--- config.mk ---
export PLATFORM = sky130hd
export DESIGN_NAME = pc_unit
export DESIGN_NICKNAME = d
export VERILOG_FILES = /design/src/rtl/pc_unit.sv
export SDC_FILE = /design/constraint.sdc
export NUM_CORES = 1
export LEC_CHECK = 0
export CORE_MARGIN = 3
export CORE_UTILIZATION = 58
export DETAILED_ROUTE_END_ITERATION = 10
export GPL_TIMING_DRIVEN = 0
export PLACE_DENSITY = 0.85
export SLEW_MARGIN = 20
export SYNTH_ARGS = -nofsm -noshare
export SYNTH_HDL_FRONTEND = slang
export SYNTH_SLANG_ARGS = --single-unit
export TNS_END_PERCENT = 30
--- constraint.sdc ---
create_clock -name clk -period 5.3 [get_ports clk]
set_clock_uncertainty 0.1 [all_clocks]
set_input_delay 1.325 -clock clk [delete_from_list [all_inputs] [get_ports clk]]
set_output_delay 1.325 -clock clk [all_outputs]
set_load 0.02 [all_outputs]
--- src/rtl/pc_unit.sv ---
// Fetch-stage PC owner: next-PC selection (ret > call > jmp > branch > seq)
// plus a circular return-address stack that silently overwrites on overflow.
module pc_unit #(
  parameter int PC_W      = 12,
  parameter int RESET_PC  = 0,
  parameter int INC       = 1,
  parameter int RAS_DEPTH = 4
) (
  input  logic            clk,
  input  logic            rst,
  input  logic            stall,
  input  logic            br_taken,
  input  logic [PC_W-1:0] br_pc,
  input  logic            jmp,
  input  logic            call,
  input  logic [PC_W-1:0] jmp_pc,
  input  logic            ret,
  output logic [PC_W-1:0] pc,
  output logic [PC_W-1:0] npc,
  output logic            ras_empty,
  output logic            ras_full,
  output logic            ras_err
);
  localparam int PW = $clog2(RAS_DEPTH);
  localparam int CW = PW + 1;
  localparam logic [CW-1:0] FULL_CNT = CW'(RAS_DEPTH);
  localparam logic [PW-1:0] PTR_ONE  = PW'(1);
  localparam logic [CW-1:0] CNT_ONE  = CW'(1);

  logic [RAS_DEPTH-1:0][PC_W-1:0] ras_q;
  logic [PW-1:0]                  ptr_q;
  logic [CW-1:0]                  cnt_q, cnt_d;
  logic [PC_W-1:0]                pc_inc;
  logic [PW-1:0]                  ptr_nxt;
  logic                           push, pop, err_d, is_full;

  assign pc_inc  = pc + PC_W'(INC);
  assign ptr_nxt = ptr_q + PTR_ONE;
  assign is_full = (cnt_q == FULL_CNT);

  always_comb begin
    npc   = pc_inc;
    push  = 1'b0;
    pop   = 1'b0;
    err_d = 1'b0;
    if (rst) begin
      npc = PC_W'(RESET_PC);
    end else if (stall) begin
      npc = pc;
    end else if (ret) begin
      // A ret with a simultaneous call never pushes; the pair is flagged.
      if (cnt_q != '0) begin
        npc = ras_q[ptr_q];
        pop = 1'b1;
      end else begin
        err_d = 1'b1;
      end
      if (call) err_d = 1'b1;
    end else if (call) begin
      npc  = jmp_pc;
      push = 1'b1;
    end else if (jmp) begin
      npc = jmp_pc;
    end else if (br_taken) begin
      npc = br_pc;
    end
  end

  always_comb begin
    cnt_d = cnt_q;
    if (push && !is_full) cnt_d = cnt_q + CNT_ONE;
    else if (pop)         cnt_d = cnt_q - CNT_ONE;
  end

  always_ff @(posedge clk) begin
    if (rst) begin
      pc        <= PC_W'(RESET_PC);
      ras_q     <= '0;
      ptr_q     <= '0;
      cnt_q     <= '0;
      ras_empty <= 1'b1;
      ras_full  <= 1'b0;
      ras_err   <= 1'b0;
    end else begin
      pc        <= npc;
      cnt_q     <= cnt_d;
      ras_empty <= (cnt_d == '0);
      ras_full  <= (cnt_d == FULL_CNT);
      ras_err   <= err_d;
      // Pointer names the top entry; a push into a full stack lands on the oldest slot.
      if (push) begin
        ras_q[ptr_nxt] <= pc_inc;
        ptr_q          <= ptr_nxt;
      end else if (pop) begin
        ptr_q <= ptr_q - PTR_ONE;
      end
    end
  end
endmodule

* Word level (Yosys, flattened, before mapping)
Cells that the tools add are included.
** Storage, ports and cells
- Word-level logic and storage cells :: 54
- Input bits :: 31
- Register bits after elaboration :: 68
- Output and inout bits :: 27
** Cells by class
- Equal/unequal tests :: 2
- Reductions and logical operators :: 7
- $lt $le $gt $ge :: 3
- Bitwise operators :: 1
- Muxes and demuxes :: 26
- Add/subtract/negate cells :: 5
** Operators by type and width (count)
- $mux W12 :: 9
- $bwmux W48 :: 1
- $bmux W12 S2 :: 1
- $demux W12 S2 :: 1
- $add A12 B1 Y12 const B :: 1
- $mux W1 :: 10
- $eq A3 B3 Y1 const B :: 2
- $lt A2 B3 Y1 const B :: 2
- $mux W3 :: 2
- $mux W2 :: 2
- $add A3 B1 Y3 const B :: 1
- $logic_not A3 Y1 :: 1
- $reduce_bool A3 Y1 :: 1
- $reduce_or A3 Y1 :: 1
- $sub A3 B1 Y3 const B :: 1
- $add A2 B1 Y2 const B :: 1
- $ge A2 B1 Y1 const B :: 1
- $logic_and A1 B1 Y1 :: 2
- $reduce_bool A2 Y1 :: 1
- $sub A2 B1 Y2 const B :: 1
- $logic_not A1 Y1 :: 1
- $not A1 Y1 :: 1

* Logic depth before layout (Yosys ltp)
Gate-level depths: netlist of run 1.
- Word-level depth :: 8
- Gate-level depth with buffers :: 9
- Gate-level depth less buffers :: 7

* Least setup slack after synthesis of run 1
OpenSTA, ideal clock, no wires.
- Path kind :: input -> output
- Start :: input call
- End :: output npc[5]
- Data arrival time :: 2.673 ns
- Setup slack :: 1.202 ns
- Stages :: 5
- Data required time :: 3.875 ns
- Buffers on the path :: 1
- Cell sequence :: or2_2 buf_2 o211ai_1 nand2_1 a211oi_1
** Between the ends
- Longest elaborated chain between the ends :: 4
** RTL lines
- from (decl) :: RTL line 15 : input logic call,
- $mux W12 :: RTL line 59 : end else if (call) begin
- $mux W12 :: RTL line 50 : end else if (ret) begin
- $mux W12 :: RTL line 48 : end else if (stall) begin
- $mux W12 :: RTL line 46 : if (rst) begin
- to (decl) :: RTL line 19 : output logic [PC_W-1:0] npc,
Every way passes these cells.

* Final worst setup path of run 1
- Start :: input call
- End :: output npc[10]
The elaborated chain is that of the path after synthesis.

==> flow_summary.json, run 1 <==
{
  "seq_power_share": 0.438,
  "worstMarginPinSlew_ns": 0.652,
  "initial_utilization": 0.623,
  "cts.clk_slew.worst_paths_ns": 0.07,
  "path_max_fanout": 10,
  "power.total_mw": 1.23,
  "netlist.area_leader.share": 0.380,
  "use_met1": 0.392,
  "grt_overflow": 0,
  "cp.arrival_ns": 3.75,
  "p_sw_frac": 0.286,
  "worstPathRequired_ns": 3.88,
  "final.period_utilization": 0.976,
  "antenna_left": 0,
  "dr.pass1.iters": 5,
  "max_slew_margin": 0.563,
  "finish.utilization": 0.778,
  "clock_sinks": 68,
  "wl_per_cell_um": 19.2,
  "synth_edf_count": 0,
  "use_met3": 0.0599,
  "syn_area_per_cell_um2": 8.66,
  "via_count": 3529,
  "path_class": "primary input to primary output",
  "vias_per_cell": 6.32,
  "peakVddDrop_mv": 0.295,
  "internal_power_mw": 0.881,
  "p_comb_frac": 0.168,
  "drive_gt1_frac": 0.0947,
  "numPortBuffers": 57,
  "tritoncts": "done",
  "min_period_ns": 5.17,
  "drc": 0,
  "timing.fmax_ghz": 0.193,
  "antenna_found_initial": 0,
  "rsz0062_at_grt": "yes",
  "ys_ff_latch": 68,
  "coreArea_mm2": 0.00574,
  "yosysWarningCount": 0,
  "finalSetupViolCount": 0,
  "grt_max_degree": 14,
  "slowest_stage": "clkdlybuf4s50_1",
  "syn_area_mm2": 0.00358,
  "final_area_mm2": 0.00447,
  "rows": 27,
  "synthTopCellsByArea": "dfxtp_1, nand3b_1, o21ai_0",
  "wl_um": 10700,
  "p_per_area_mw_per_mm2": 276,
  "dp_hpwl_um": 7660,
  "pin_count": 58,
  "numCtsBuffers": 9,
  "gr-usage-met2": 0.496,
  "p_leak_nw": 1.58,
  "root_buffer": "clkbuf_8",
  "clock_path_buffers": 2,
  "placed_area_mm2": 0.00424,
  "startpoint_type": "primary input",
  "clock_latency_ns": 0.36,
  "power.share.clock": 0.393,
  "area_delta_synth_final_pct": 24.8,
  "synth.distinct_cells": 52,
  "r2r_slack_ns": 2.89,
  "path_cells": "clkdlybuf4s50_1, nor2_1, buf_2, nor2_1, nor4_1, a21oi_1, a221oi_1, clkdlybuf4s50_1",
  "status": "completed",
  "ys_seq_area_frac": 0.380,
  "slew_violations": 0,
  "ys.flop_type": "dfxtp_1",
  "htree_num_levels": 3,
  "max_cap_viol_count": 0,
  "critPathBufInv": 3,
  "place.gp.congestion": 0.963,
  "slowest_delay_ns": 0.65,
  "fin_nets": 520,
  "syn-instance-count": 413,
  "busiest_layer": "met2",
  "synth_nets": 452,
  "endpoint_kind": "primary output",
  "grt_pass1_wl_um": 17300,
  "grt_pass1_vias": 3488,
  "synth_top_area_cell": "dfxtp_1",
  "die-height_um": 84.5,
  "async_reset_ff_frac": 0,
  "p_sw_mw": 0.352,
  "die-area_mm2": 0.00715,
  "initialDrtViolationCount": 336,
  "n_antenna_cell": 0,
  "hold_path.class": "register to register",
  "hold_viol": 0,
  "crit_family": "buffers and inverters",
  "track_usage": 0.302,
  "fill_cells": 410,
  "fp.dieW_um": 84.5
}
==> layout make-up <==
type | instances | area [µm²] | area share
clock buffer | 9 | 124 | 0.0277
timing repair buffer | 57 | 572 | 0.128
clock inverter | 7 | 98.8 | 0.0221
inverter | 12 | 45.0 | 0.0101
tap | 72 | 90.1 | 0.0202
multi-input combinational | 304 | 2060 | 0.460
buffer | 29 | 119 | 0.0266
sequential | 68 | 1360 | 0.305
==> cells in the final DEF, fill, tap and decap left out, types with 3 or more instances in the layout <==
cell              n
clkbuf_8          9
dfxtp_1          68
o211ai_1          6
a21oi_1          20
nand2_1          28
nor3_1           14
clkdlybuf4s50_1  55
nor2_1           34
nand3b_1         40
xor2_1            5
buf_2             8
xnor2_1           7
clkbuf_1         20
inv_1            11
a221oi_1          6
ha_1              8
mux4_2           12
nand2b_1          3
o21ai_0          59
nand3_1           6
a211oi_1         10
or3_1             4
==> layer usage <==
| layer | wire [µm] | vias to the layer above |
|---|---|---|
| met4 | 293 | 0 |
| met5 | 0 | - |
| met3 | 1110 | 34 |
| li1 | - | 1654 |
| met1 | 4290 | 1612 |
| met2 | 5020 | 229 |
==> worst paths after layout <==
path,start,end,cells after the start
setup / recovery,call,npc[10],8
hold / removal,ras_q[28],ras_q[28],2
setup reg to reg,ptr_q[0],ras_q[41],7
hold reg to reg,ras_q[28],ras_q[28],2
==> worst min-delay path: cells and delay by family, from the launching register on <==
kind	cells	cell delay (ns)
AO/OA/AOI/OAI	1	0.06
AND/OR/NAND/NOR	1	0.07
flip-flops	1	0.33
==> cells in the mapped netlist, types with 2 or more instances <==
cell and number:
a31oi_1 2, mux2i_1 2, nand3b_1 40, dfxtp_1 68, and2_1 2, nand4_1 2, o21ai_0 59, ha_1 8
nor4_1 2, nand2b_1 3, and3_1 2, xor2_1 5, nand2_1 28, nor3_1 14, nor2_1 35, xnor2_1 7
a221oi_1 6, a21oi_1 20, a221o_1 2, mux4_2 12, a211oi_1 10, inv_1 11, nor2b_1 2, or3_1 4
nand3_1 6, and4_1 2, buf_2 8, a22o_1 2, clkbuf_1 20, o22ai_1 2, o211ai_1 6
==> registers in the layout, indices dropped and copies added, names as in the netlist <==
name,count
cnt_q,3
pc,12
ptr_q,2
ras_empty,1
ras_err,1
ras_full,1
ras_q,48
==> power groups by stage <==
stage	logic [mW]	registers, mW	clock network [mW]
finish	0.208	0.541	0.485
floorplan	0.106	0.558	0
global placement	0.200	0.551	0
detailed placement	0.203	0.552	0
global route	0.223	0.542	0.501
CTS	0.205	0.540	0.481
==> stage by stage <==
stage	cells	setup WS (ns)	TNS [ns]	hold slack, ns
floorplan	413	1.20	0	0.349
global placement	542	-0.00820	-0.00820	0.361
detailed placement	542	-0.0112	-0.0112	0.369
CTS	558	0.141	0	0.390
global route	558	-0.000657	-0.000657	0.421
finish	558	0.127	0	0.394
==> what timing repair did <==
action / CTS / global route
hold buffers: 0 / 0
resized for setup: 1 / 2
pin swaps: 0 / 0
setup buffers: 0 / 0
cloned: 0 / 0
endpoints found under the setup margin: 1 / 2
==> cells by family (layout without fill, tap and decap cells) <==
group / after synthesis / count (layout) / share of synthesized area
and+or+nand+nor: 150 / 150 / 0.233
AOI/OAI and AO/OA: 120 / 120 / 0.203
DFF: 68 / 68 / 0.380
buffers and inverters: 41 / 114 / 0.0458
muxes: 14 / 14 / 0.0811
xor gates and xnor gates: 12 / 12 / 0.0294
adders and majority gates: 8 / 8 / 0.0280
(Power assumes the default switching activity.)
==> run 2: changes to the inputs <==
--- a/config.mk
+++ b/config.mk
@@ -6,11 +6,12 @@
 export NUM_CORES = 1
 export LEC_CHECK = 0
 export CORE_MARGIN = 3
-export CORE_UTILIZATION = 58
+export CORE_UTILIZATION = 60
+export CTS_BUF_LIST = sky130_fd_sc_hd__clkbuf_2 sky130_fd_sc_hd__clkbuf_4 sky130_fd_sc_hd__clkbuf_8
 export DETAILED_ROUTE_END_ITERATION = 10
 export GPL_TIMING_DRIVEN = 0
-export PLACE_DENSITY = 0.85
-export SLEW_MARGIN = 20
+export HOLD_SLACK_MARGIN = 0.03
+export PLACE_DENSITY = 0.87
 export SYNTH_ARGS = -nofsm -noshare
 export SYNTH_HDL_FRONTEND = slang
 export SYNTH_SLANG_ARGS = --single-unit
==> run 2 against run 1 <==
Final cell count unchanged; critical path depth decreased by 1; critical path type unchanged; core utilization increased by 0.64 points; register-to-register slack improved by 0.02 ns; routed wire length increased by 1.7%; largest power group unchanged; clock-buffer cell count unchanged; die area decreased by 3.1%; fmax decreased by 2.1%; sequential power about the same; critical endpoint is now npc[5]; total power decreased by 7.5%.
==> flow_summary.json, run 2 (same netlist as run 1, synthesis figures left out) <==
{
  "status": "completed",
  "startpoint_type": "primary input",
  "pin_count": 58,
  "mostFrequentLayoutCells": "dfxtp_1, o21ai_0, clkdlybuf4s50_1",
  "final_common_cell": "dfxtp_1",
  "tritoncts": "done",
  "finish.utilization": 0.784,
  "postCtsSetupBuffers": 0,
  "n_antenna_cell": 0,
  "numCtsBuffers": 9,
  "dr.pass1.iters": 5,
  "area_delta_synth_final_pct": 23.6,
  "whs_endpoint": "ras_q[36]",
  "top_regs": "ras_q: 48 flops, pc: 12 flops, cnt_q: 3 flops",
  "antenna_found_initial": 0,
  "placed_area_mm2": 0.00424,
  "grt_pass1_wl_um": 17400,
  "final_area_mm2": 0.00442,
  "hold_path.class": "register to register",
  "cts.clk_slew.worst_paths_ns": 0.07,
  "clock_latency_ns": 0.35,
  "reg2reg_depth": 7,
  "p_leak_nw": 1.54,
  "final.period_utilization": 0.997,
  "r2r_end": "ras_q[18]",
  "hold_viol": 0,
  "finalSetupViolCount": 0,
  "worstPathRequired_ns": 3.88,
  "fin_nets": 520,
  "via_count": 3630,
  "r2r_slack_ns": 2.91,
  "vias_per_cell": 6.51,
  "grt_overflow": 0,
  "htree_num_levels": 3,
  "fp.dieW_um": 83.2,
  "grt_max_degree": 14,
  "grt_pass1_vias": 3530,
  "initial_utilization": 0.634,
  "path_max_fanout": 10,
  "clock_path_buffers": 2,
  "track_usage": 0.312,
  "min_period_ns": 5.29,
  "pre_cts_ws_ns": -0.0104,
  "wl_per_cell_um": 19.5,
  "drive_gt1_frac": 0.0967,
  "max_slew_margin": 0.602,
  "wl_um": 10900,
  "dp_hpwl_um": 7620,
  "worstMarginPinSlew_ns": 0.593,
  "p_per_area_mw_per_mm2": 258,
  "die-area_mm2": 0.00693,
  "endpoint_kind": "primary output",
  "cp.arrival_ns": 3.86,
  "initialDrtViolationCount": 339,
  "coreArea_mm2": 0.00564,
  "timing.fmax_ghz": 0.189,
  "setup_ws_ns": 0.0141,
  "path_class": "primary input to primary output",
  "die-height_um": 83.2,
  "slew_violations": 0,
  "rows": 27,
  "place.gp.congestion": 0.950,
  "drc": 0,
  "antenna_left": 0,
  "ctsResizeCount": 1,
  "max_cap_viol_count": 0,
  "rsz0062_at_grt": "yes",
  "cts_hold_buf": 0,
  "root_buffer": "clkbuf_8",
  "worstHoldPathCells": 2,
  "reg2reg_from": "ptr_q[0]",
  "regMostFlops": "ras_q",
  "peakVddDrop_mv": 0.227,
  "largest_reg_flops": 48,
  "numPortBuffers": 57,
  "clock_sinks": 68,
  "power.total_mw": 1.14,
  "hold_path.startpoint": "ras_q[36]"
}
-- run 2: layer usage --
| metal | global-route usage | share of wire | vias to the layer above |
|---|---|---|---|
| met5 | 0 | 0 | - |
| met4 | 0.135 | 0.023 | 0 |
| met3 | 0.0903 | 0.12 | 29 |
| met2 | 0.487 | 0.45 | 244 |
| met1 | 0.402 | 0.41 | 1710 |
| li1 | - | - | 1647 |
-- run 2: final cells by class --
cell class / count / area, µm²
Buffer: 29 / 120
Fill cell: 390 / 1220
Clock buffer: 9 / 124
Multi-Input combinational cell: 304 / 2060
Sequential cell: 68 / 1360
Inverter: 12 / 45.0
Clock inverter: 7 / 52.6
Timing Repair Buffer: 57 / 569
Tap cell: 72 / 90.1
-- run 2: how the worst max path moves through the flow --
stage	from	to	slack (ns)	cells past startpoint
6_report	call	npc[5]	0.01	7
5_1_grt	call	npc[5]	-0.03	7
4_1_cts	call	npc[5]	0.08	7
3_5_place_dp	call	npc[10]	-0.01	8
3_3_place_gp	call	npc[5]	0.09	7
2_1_floorplan	call	npc[5]	1.20	5
-- run 2: critical path, cell delays in order --
cell	delay, ns
clkdlybuf4s50_1	0.59
or2_2	0.42
buf_2	0.21
o211ai_1	0.23
nand2_1	0.11
a211oi_1	0.31
clkdlybuf4s50_1	0.66
-- run 2: through the flow --
stage | setup TNS, ns | instances | hold slack (ns)
2_1_floorplan | 0 | 413 | 0.349
3_3_place_gp | 0 | 542 | 0.364
3_5_place_dp | -0.0104 | 542 | 0.373
4_1_cts | 0 | 558 | 0.394
5_1_grt | -0.0341 | 558 | 0.421
6_report | 0 | 558 | 0.395
-- run 2: report_power, final --
part	internal [mW]	switching, mW
combinational	0.0911	0.119
sequential	0.524	0.0168
clock	0.171	0.220
